--- config.mk ---
export PLATFORM = sky130hd
export DESIGN_NAME = avg_pooling_layer
export DESIGN_NICKNAME = d
export VERILOG_FILES = /design/src/rtl/avg_pooling_layer.sv
export SDC_FILE = /design/constraint.sdc
export NUM_CORES = 1
export LEC_CHECK = 0
export ABC_AREA = 1
export CAP_MARGIN = 20
export CORE_ASPECT_RATIO = 1.1
export CORE_MARGIN = 3
export CORE_UTILIZATION = 54
export DETAILED_ROUTE_END_ITERATION = 8
export HOLD_SLACK_MARGIN = 0.08
export PLACE_DENSITY = 0.85
export SYNTH_ARGS = -nofsm -noshare
export SYNTH_HDL_FRONTEND = slang
export SYNTH_SLANG_ARGS = --single-unit
--- constraint.sdc ---
create_clock -name clk -period 6.1 [get_ports clk]
set_input_delay 0.915 -clock clk [delete_from_list [all_inputs] [get_ports clk]]
set_output_delay 0.915 -clock clk [all_outputs]
set_load 0.01 [all_outputs]
--- src/rtl/avg_pooling_layer.sv ---
// avg_pooling_layer
// 2x2, stride-2 average pooling over square feature maps held in memory.
// Reads each window's four elements through a request/valid handshake,
// writes one floor-averaged word per window, then holds done until enable
// deasserts.
//
// Ports
//   clk, reset              clock; asynchronous active-high reset
//   enable                  start (while idle) / hold; low aborts the job
//   mapsNumber, mapSize     number of maps and map side N (latched at start)
//   inAddress, outAddress   base addresses of input maps / pooled output
//   readEnable, readAddr    read request, address stable while requested
//   readData, readValid     read response, valid for one cycle
//   writeEnable, writeAddr  one-cycle write strobe and its address
//   writeOut                pooled value written with writeEnable
//   done                    job complete, held until enable drops
module avg_pooling_layer #(
    parameter int DATA_WIDTH = 16,
    parameter int ADDR_WIDTH = 16
) (
    input  logic                         clk,
    input  logic                         reset,
    input  logic                         enable,
    input  logic [15:0]                  mapsNumber,
    input  logic [15:0]                  mapSize,
    input  logic [ADDR_WIDTH-1:0]        inAddress,
    input  logic [ADDR_WIDTH-1:0]        outAddress,
    output logic                         readEnable,
    output logic [ADDR_WIDTH-1:0]        readAddr,
    input  logic signed [DATA_WIDTH-1:0] readData,
    input  logic                         readValid,
    output logic                         writeEnable,
    output logic [ADDR_WIDTH-1:0]        writeAddr,
    output logic signed [DATA_WIDTH-1:0] writeOut,
    output logic                         done
);

    typedef enum logic [1:0] {IDLE, REQ, WR, DONE} state_t;

    state_t                       state;
    logic [15:0]                  mapsReg, sizeReg;
    logic [15:0]                  mapCnt, rowCnt, colCnt;
    logic [1:0]                   elemCnt;
    logic [ADDR_WIDTH-1:0]        winBase;   // address of element (2i, 2j)
    logic [ADDR_WIDTH-1:0]        rowBase;   // address of element (2i, 0)
    logic signed [DATA_WIDTH+1:0] acc;

    logic [15:0]                  outSide;
    logic [ADDR_WIDTH-1:0]        sizeA, nextWin, nextRow;
    logic                         lastCol, lastRow, lastMap;
    logic signed [DATA_WIDTH+1:0] dataExt, sum;

    // Four signed words summed in DATA_WIDTH+2 bits always fit, so the
    // arithmetic shift result is always representable: no saturation needed.
    function automatic logic signed [DATA_WIDTH-1:0] avgOf4(input logic signed [DATA_WIDTH+1:0] s);
        logic signed [DATA_WIDTH+1:0] q;
        q = s >>> 2;
        return q[DATA_WIDTH-1:0];
    endfunction

    always_comb begin
        outSide = {1'b0, sizeReg[15:1]};
        sizeA   = ADDR_WIDTH'(sizeReg);
        lastCol = (colCnt == outSide - 16'd1);
        lastRow = (rowCnt == outSide - 16'd1);
        lastMap = (mapCnt == mapsReg - 16'd1);
        dataExt = {{2{readData[DATA_WIDTH-1]}}, readData};
        sum     = acc + dataExt;
        nextRow = rowBase;
        nextWin = winBase + ADDR_WIDTH'(2);
        if (lastCol && !lastRow) begin
            nextRow = rowBase + (sizeA << 1);
            nextWin = nextRow;
        end else if (lastCol) begin
            // Next map starts N*N after this map; from the last pooled row
            // that is two rows on, plus the skipped odd row when N is odd.
            nextRow = rowBase + (sizeA << 1) + (sizeReg[0] ? sizeA : '0);
            nextWin = nextRow;
        end
    end

    always_ff @(posedge clk or posedge reset) begin
        if (reset) begin
            state       <= IDLE;
            readEnable  <= 1'b0;
            readAddr    <= '0;
            writeEnable <= 1'b0;
            writeAddr   <= '0;
            writeOut    <= '0;
            done        <= 1'b0;
            mapsReg     <= '0;
            sizeReg     <= '0;
            mapCnt      <= '0;
            rowCnt      <= '0;
            colCnt      <= '0;
            elemCnt     <= '0;
            winBase     <= '0;
            rowBase     <= '0;
            acc         <= '0;
        end else begin
            case (state)
                IDLE: begin
                    if (enable) begin
                        if (mapsNumber == 16'd0 || mapSize < 16'd2) begin
                            state <= DONE;
                            done  <= 1'b1;
                        end else begin
                            state      <= REQ;
                            readEnable <= 1'b1;
                            readAddr   <= inAddress;
                            winBase    <= inAddress;
                            rowBase    <= inAddress;
                            writeAddr  <= outAddress;
                            mapsReg    <= mapsNumber;
                            sizeReg    <= mapSize;
                            mapCnt     <= '0;
                            rowCnt     <= '0;
                            colCnt     <= '0;
                            elemCnt    <= '0;
                        end
                    end
                end
                REQ: begin
                    if (!enable) begin
                        state      <= IDLE;
                        readEnable <= 1'b0;
                    end else if (readValid) begin
                        elemCnt <= elemCnt + 2'd1;
                        acc     <= (elemCnt == 2'd0) ? dataExt : sum;
                        case (elemCnt)
                            2'd0:    readAddr <= winBase + ADDR_WIDTH'(1);
                            2'd1:    readAddr <= winBase + sizeA;
                            2'd2:    readAddr <= winBase + sizeA + ADDR_WIDTH'(1);
                            default: begin
                                state       <= WR;
                                readEnable  <= 1'b0;
                                writeEnable <= 1'b1;
                                writeOut    <= avgOf4(sum);
                            end
                        endcase
                    end
                end
                WR: begin
                    writeEnable <= 1'b0;
                    if (!enable) begin
                        state <= IDLE;
                    end else if (lastCol && lastRow && lastMap) begin
                        state <= DONE;
                        done  <= 1'b1;
                    end else begin
                        state      <= REQ;
                        readEnable <= 1'b1;
                        readAddr   <= nextWin;
                        winBase    <= nextWin;
                        rowBase    <= nextRow;
                        writeAddr  <= writeAddr + ADDR_WIDTH'(1);
                        if (!lastCol) begin
                            colCnt <= colCnt + 16'd1;
                        end else begin
                            colCnt <= '0;
                            if (!lastRow) begin
                                rowCnt <= rowCnt + 16'd1;
                            end else begin
                                rowCnt <= '0;
                                mapCnt <= mapCnt + 16'd1;
                            end
                        end
                    end
                end
                default: begin
                    if (!enable) begin
                        state <= IDLE;
                        done  <= 1'b0;
                    end
                end
            endcase
        end
    end

endmodule
==> results.json <==
{
  "status": "finished clean",
  "ys_warn_count": 0,
  "cp_num_buf_inv": 3,
  "seq_area_um2": 4629,
  "gp_congestion": 0.9942,
  "fin_crit_ns": 4.267,
  "comb_power_share": 0.705,
  "ir_drop_uv": 320.1,
  "gr-total-overflow": 0,
  "path_cells": "inv_2 -> ha_1 -> inv_1 -> nand2_1 -> nand2_1 -> nand2_1 -> nand2_1 -> inv_1 -> nand4_2 -> nor3_4 -> nand3_2 -> nor2_4 -> nand3_4 -> nand4_2 -> nor2_1 -> nand2_1 -> nand2_1",
  "path_common_cell": "nand2_1",
  "design_area_um2": 18640,
  "power.internal_w": 0.005104,
  "max_freq_ghz": 0.2344,
  "rrSetupSlack_ns": 1.83,
  "worst_r2r_endpoint": "readAddr[13]",
  "slowest_delay_ns": 0.63,
  "cap_violations": 0,
  "clockBufferDepth": 2,
  "first_global_vias": 16790,
  "hold_viol_final": 0,
  "multi_input_area_um2": 10470,
  "rsz0062_at_grt": "false",
  "num_vias": 17460,
  "drtIter0Drc": 1542,
  "drc_errors": 0,
  "critPathMaxFanout": 32,
  "swShare": 0.5572,
  "maxSlewViolCount": 0,
  "min_from": "acc[10]",
  "clock_skew_ns": 0.01799,
  "slew_headroom": 0.2879,
  "crit_family": "simple AND/OR/NAND/NOR gates",
  "p_leak_nw": 9.417,
  "synth_enable_flop_cells": 0,
  "layout_commonest_cell": "nand2_1",
  "worst_path_max_delay_cell": "nand3_2",
  "critPathKind": "flop to flop",
  "synthArstFlopShare": 1.000,
  "syn_area_per_cell_um2": 6.370,
  "start_kind": "flop",
  "setup_viol": 0,
  "antenna_found_initial": 0,
  "final_nets": 2841,
  "synth.distinct_cells": 55,
  "cp-end-kind": "flop",
  "io_buffers": 134,
  "synthesis.area_um2": 16500,
  "area_delta_synth_final_pct": 12.97,
  "post_cts_buffers": 0,
  "drt_wl_total_um": 53400,
  "rows": 66,
  "synth_flop_cell": "dfrtp_1",
  "avgViaCountPerCell": 5.638,
  "netlist_instances": 2590,
  "r2r_start": "sizeA[1]",
  "cp.arrival_ns": 4.63,
  "rr_worst_depth": 17,
  "ant_nets": 0,
  "drt_pre_antenna_iters": 7,
  "clkSinkCount": 185,
  "fin_tns_setup_ns": 0,
  "hold_end": "acc[10]",
  "wire_per_inst_um": 17.24,
  "cts_hold_buffers": 0,
  "placed_area_um2": 18020,
  "track_usage": 0.3222,
  "seqPwrFrac": 0.196,
  "holdPathStages": 2,
  "die-area_um2": 32690,
  "hold_class": "flop to flop",
  "ys_seq_area_frac": 0.2806,
  "tightest_slew_ns": 1.064,
  "die_w_um": 172.7,
  "cts_tree": "done",
  "start_util": 0.5534,
  "fill_cells": 2817,
  "clock-root-buffer": "clkbuf_16",
  "design_power_total_w": 0.01153,
  "crit_required_ns": 6.46,
  "grt_pass1_wl_um": 85460,
  "synth_seq_cells": 185,
  "syn_nets": 2755,
  "design.core.area_um2": 29810,
  "die_h_um": 189.3,
  "numCtsBuffers": 17,
  "grt_start_max_net_pins": 137,
  "cts_resized": 0,
  "power_density_nw_per_um2": 618.4,
  "ioPinCount": 135,
  "final_cell_mix": "nand2_1 (977), inv_1 (260), nand3_1 (224)",
  "power_frac_clock": 0.099,
  "ctsHtreeMaxLevel": 4,
  "p_sw_w": 0.006422,
  "antenna_cells": 0,
  "dp_hpwl_um": 41080,
  "period_share": 0.6994,
  "insertion_delay_ns": 0.48,
  "drive_gt1_frac": 0.04388,
  "clkSlewWorstSetupHoldPaths_ns": 0.08
}
## worst register-to-register path: stages (launching register included)
cell and delay (ns):
dfrtp_1 0.51, inv_2 0.23, ha_1 0.44, inv_1 0.08
nand2_1 0.11, nand2_1 0.09, nand2_1 0.06, nand2_1 0.06
inv_1 0.06, nand4_2 0.11, nor3_4 0.45, nand3_2 0.63
nor2_4 0.36, nand3_4 0.13, nand4_2 0.59, nor2_1 0.10
nand2_1 0.09, nand2_1 0.04
## final cells by class
cell class	count	area share
Tap cell	408	0.02739
Clock buffer	17	0.02282
Inverter	271	0.05498
Multi-Input combinational cell	2060	0.5618
Clock inverter	15	0.009197
Timing Repair Buffer	141	0.07546
Sequential cell	185	0.2484
## worst max-delay path by stage
stage          startpoint            to  slack [ns]  cells past startpoint
2_1_floorplan       reset        acc[0]        0.16                      1
3_3_place_gp     sizeA[1]  readAddr[14]        2.09                     17
3_5_place_dp     sizeA[1]   readAddr[5]        1.93                     17
4_1_cts          sizeA[1]   readAddr[1]        1.92                     17
5_1_grt          sizeA[1]  readAddr[14]        1.43                     17
6_report         sizeA[1]  readAddr[13]        1.83                     17
## flip-flops by register name, indices dropped and copies added, names as in the netlist
signal	cells
readEnable	1
rowCnt	16
winBase	16
colCnt	16
done	1
rowBase	16
elemCnt	2
readAddr	16
mapCnt	16
state	2
sizeA	16
writeAddr	16
acc	18
writeEnable	1
mapsReg	16
writeOut	16
## through the flow
step	hold slack (ns)	instances	utilization	setup slack, ns
6_report	0.4882	3097	0.6252	1.833
5_1_grt	0.5120	3097	0.6252	1.426
4_1_cts	0.4889	3096	0.6245	1.917
3_5_place_dp	0.4687	3064	0.6045	1.931
3_3_place_gp	0.4645	3064	0.6045	2.090
2_1_floorplan	0.4528	2590	-	0.1563
## kinds of logic after synthesis
kind of cell | count (synthesis) | share of synthesized area
multiplexers | 20 | 0.01282
AND/OR/NAND/NOR | 1590 | 0.4119
XOR/XNOR | 108 | 0.05817
AO/OA/AOI/OAI | 261 | 0.08820
adder cells (fa/ha/maj) | 81 | 0.06325
flip-flops | 185 | 0.2806
buffers and inverters | 345 | 0.08509
## power groups by stage
stage | clock network [W] | logic (W) | registers [W]
after floorplan | 0 | 0.00594 | 0.00213
after global placement | 0 | 0.00780 | 0.00224
after detailed placement | 0 | 0.00795 | 0.00225
after CTS | 0.00115 | 0.00800 | 0.00224
after global routing | 0.00121 | 0.00916 | 0.00231
final | 0.00114 | 0.00812 | 0.00226
## Yosys cell counts (3+ instances only)
cell / number / area share
nand2_4: 3 / 0.0020
dfrtp_1: 185 / 0.28
mux2i_1: 11 / 0.0067
inv_1: 261 / 0.059
nand3_2: 3 / 0.0018
nand3b_1: 10 / 0.0046
xnor2_1: 24 / 0.013
or2_2: 9 / 0.0034
nand4_1: 39 / 0.015
and2_1: 3 / 0.0011
nor2_4: 5 / 0.0034
buf_6: 10 / 0.0068
clkbuf_1: 37 / 0.0084
o31ai_1: 5 / 0.0023
nand2_2: 12 / 0.0046
nor2_2: 8 / 0.0030
a21o_1: 3 / 0.0014
inv_2: 8 / 0.0018
o21bai_1: 6 / 0.0027
o21ai_2: 10 / 0.0053
nor3_1: 46 / 0.014
nor2_1: 209 / 0.048
nand2_1: 978 / 0.22
ha_1: 77 / 0.058
buf_4: 3 / 0.0014
a21oi_1: 104 / 0.032
buf_2: 18 / 0.0055
nor4_1: 19 / 0.0072
o21ai_1: 11 / 0.0033
xor2_1: 83 / 0.044
o21a_1: 4 / 0.0018
nor3b_1: 12 / 0.0055
a31oi_1: 8 / 0.0030
buf_1: 6 / 0.0014
mux2_2: 9 / 0.0061
fa_1: 4 / 0.0049
nand3_1: 224 / 0.068
o211ai_1: 9 / 0.0041
o21ai_0: 91 / 0.028
a21boi_0: 3 / 0.0014
## routing by layer
| metal | up-vias | global-route usage | routed length, µm |
|---|---|---|---|
| li1 | 8508 | - | - |
| met2 | 621 | 0.5727 | 26200 |
| met4 | 0 | 0.1719 | 3026 |
| met1 | 8167 | 0.3743 | 21280 |
| met3 | 166 | 0.05094 | 2884 |
| met5 | - | 0 | 0 |
No activity file was read; power rests on OpenSTA's default activity.
==> patch, RTL diff (config.mk and constraints unchanged) <==
Set the parameter `ADDR_WIDTH` to 17 (it was 16).
--- a/src/rtl/avg_pooling_layer.sv
+++ b/src/rtl/avg_pooling_layer.sv
@@ -18,3 +18,3 @@
     parameter int DATA_WIDTH = 16,
-    parameter int ADDR_WIDTH = 16
+    parameter int ADDR_WIDTH = 17
 ) (
Interface: changed (resized inAddress, outAddress, readAddr and writeAddr); port bits go from 135 to 139. No check against the original RTL was run, so the function may have changed too.
==> patch against the unedited design <==
  * Synthesized area up 0.13%
  * Clock skew down 0.0083 ns
  * Via count down 2.3%
  * Design area up 0.64%
  * Worst setup slack worse by 0.24 ns
  * Largest power group unchanged
  * Sequential cell count up 4
  * Power down 1.8%
  * Routed wire length down 8.6%
==> patch: results (changes against the unedited design) <==
| Metric | Value |
|---|---|
| Share of layout cells above drive strength 1 | `0.0383 (-0.00555)` |
| Max reg flops | `18 (unchanged)` |
| Synth top area cells | `dfrtp_1 29%, nand2_1 20%, ha_1 6.3%` |
| Nets@finish | `2796 (-1.6%)` |
| Final instance area | `0.0188 sq mm (+0.64%)` |
| Root buf cell | `clkbuf_16` |
| Unique masters post-synth | `57 (+3.6%)` |
| Crit-path max FO | `31 (-3.1%)` |
| Gr usage total | `0.293 (-0.0292)` |
| Synth warnings | `0 (unchanged)` |
| Net count after synthesis | `2706 (-1.8%)` |
| DRT iter0 DRCs | `1388 (-10%)` |
| Post-CTS Resized | `0 (unchanged)` |
| Vias per Instance | `5.61 (-0.52%)` |
| Register area share after synthesis | `0.286 (+0.00570)` |
| Global-route wire length before repair | `79600 um (-6.8%)` |
| Pre-CTS WS | `1.62 ns (-0.315 ns)` |
| DP HPWL | `36500 um (-11%)` |
| P_int | `5.31 mW (+4.1%)` |
| Routed WL | `48800 um (-8.6%)` |
| Clk slew on worst S/H paths | `0.08 ns (about the same)` |
| Clk_skew | `0.00974 ns (-0.00825 ns)` |
| Cell Area, Placed | `0.0181 sq mm (+0.37%)` |
| Status | `completed` |
| Total CTS buffers | `17 (unchanged)` |
| Post-synth top cells | `866 x nand2_1, 260 x inv_1, 224 x nor2_1` |
| Hold crit path type | `register to register` |
| FILL cells | `2808 (-0.32%)` |
| Prevailing post-synth register cell | `dfrtp_1` |
| DRT Pass-1 Iters | `7 (unchanged)` |
| Initial antenna violation count | `0 (unchanged)` |
| Clk_lat worst skew | `0.45 ns (-0.03 ns)` |
| # placed instances | `3011 (-1.7%)` |
| H-tree depth | `4 (unchanged)` |
| Async SR Flop Fraction | `1.00 (unchanged)` |
| I/O Buffers | `138 (+3.0%)` |
| Most flops, register | `acc` |
| Residual DRC count | `0 (unchanged)` |
| Clk buf depth | `2 (unchanged)` |
| Normalized max-slew margin | `0.245 (-0.0425)` |
| GPL Wtd Cong | `0.974 (-2.0%)` |
| Leak pwr | `9.31 nW (-1.2%)` |
| Vias post-DR | `17100 (-2.3%)` |
| Largest net degree at the start of global routing | `151 (+10%)` |
| Setup Buffers After CTS | `0 (unchanged)` |
| Antenna diode count | `0 (unchanged)` |
| Syn avg cell area | `6.52 sq um (+2.4%)` |
| Worst vdd ir | `372 uV (+16%)` |
==> patch: cell count changes after synthesis, sizes merged, moves of 12 or more <==
| cell | change |
|---|---|
| a21boi | +16 |
| nand2 | -122 |
| nor2 | +14 |
| xnor2 | +12 |
| nand3 | -27 |
| o21ai | +56 |
==> patch: area by class of cell <==
type / instances / share of cell area
multi-input combinational: 1999 / 0.554
clock buffer: 18 / 0.0234
sequential: 189 / 0.252
tap: 408 / 0.0272
timing repair buffer: 146 / 0.0779
inverter: 270 / 0.0544
clock inverter: 13 / 0.0108
==> patch: cell families (layout without fill, tap and decap cells) <==
| logic type | Yosys count | in the layout | share of synthesized area |
|---|---|---|---|
| xor+xnor | 124 | 124 | 0.0666 |
| buf+inv | 345 | 447 | 0.0862 |
| fa+ha+maj | 87 | 87 | 0.0677 |
| mux | 23 | 23 | 0.0149 |
| simple gates | 1439 | 1439 | 0.370 |
| flops | 189 | 189 | 0.286 |
| compound gates | 326 | 326 | 0.109 |
==> patch: worst paths after layout <==
check / start / end / slack, ns / cells after the start
max in group asynchronous: reset / rowBase[12] / 3.80 / 4
setup / recovery: sizeReg[1] / mapCnt[7] / 1.59 / 19
hold / removal: readAddr[14] / readAddr[14] / 0.48 / 2
setup reg to reg: sizeReg[1] / mapCnt[7] / 1.59 / 19
min in group asynchronous: reset / acc[9] / 0.94 / 2
hold reg to reg: readAddr[14] / readAddr[14] / 0.48 / 2
==> patch: power groups by stage <==
stage / clock (mW) / combinational (mW) / sequential, mW
2_1_floorplan: 0 / 5.77 / 2.19
3_3_place_gp: 0 / 7.35 / 2.29
3_5_place_dp: 0 / 7.57 / 2.30
4_1_cts: 1.27 / 7.63 / 2.29
5_1_grt: 1.32 / 8.74 / 2.37
6_report: 1.26 / 7.75 / 2.31
==> patch: routing by layer <==
metal / vias to the layer above / wire length, um / GRT usage / share of wire
met4: 0 / 2040 / 0.138 / 0.042
met1: 7866 / 20200 / 0.359 / 0.41
li1: 8362 / - / - / -
met3: 150 / 3100 / 0.0467 / 0.064
met2: 691 / 23400 / 0.507 / 0.48
met5: - / 0 / 0 / 0
==> patch: worst max-delay path: stages, from the launching register on <==
cell     delay (ns)
dfrtp_1        0.66
inv_2          0.16
ha_1           0.35
inv_1          0.09
nand2_1        0.05
nand2_1        0.13
inv_1          0.06
nand2_1        0.05
nand2_1        0.05
inv_1          0.05
nand4_1        0.13
nor3_4         0.39
nand3_4        0.39
inv_2          0.49
nor2_1         0.15
nor2_1         0.18
nand4_2        0.51
inv_2          0.35
nand2_1        0.10
o21ai_0        0.09
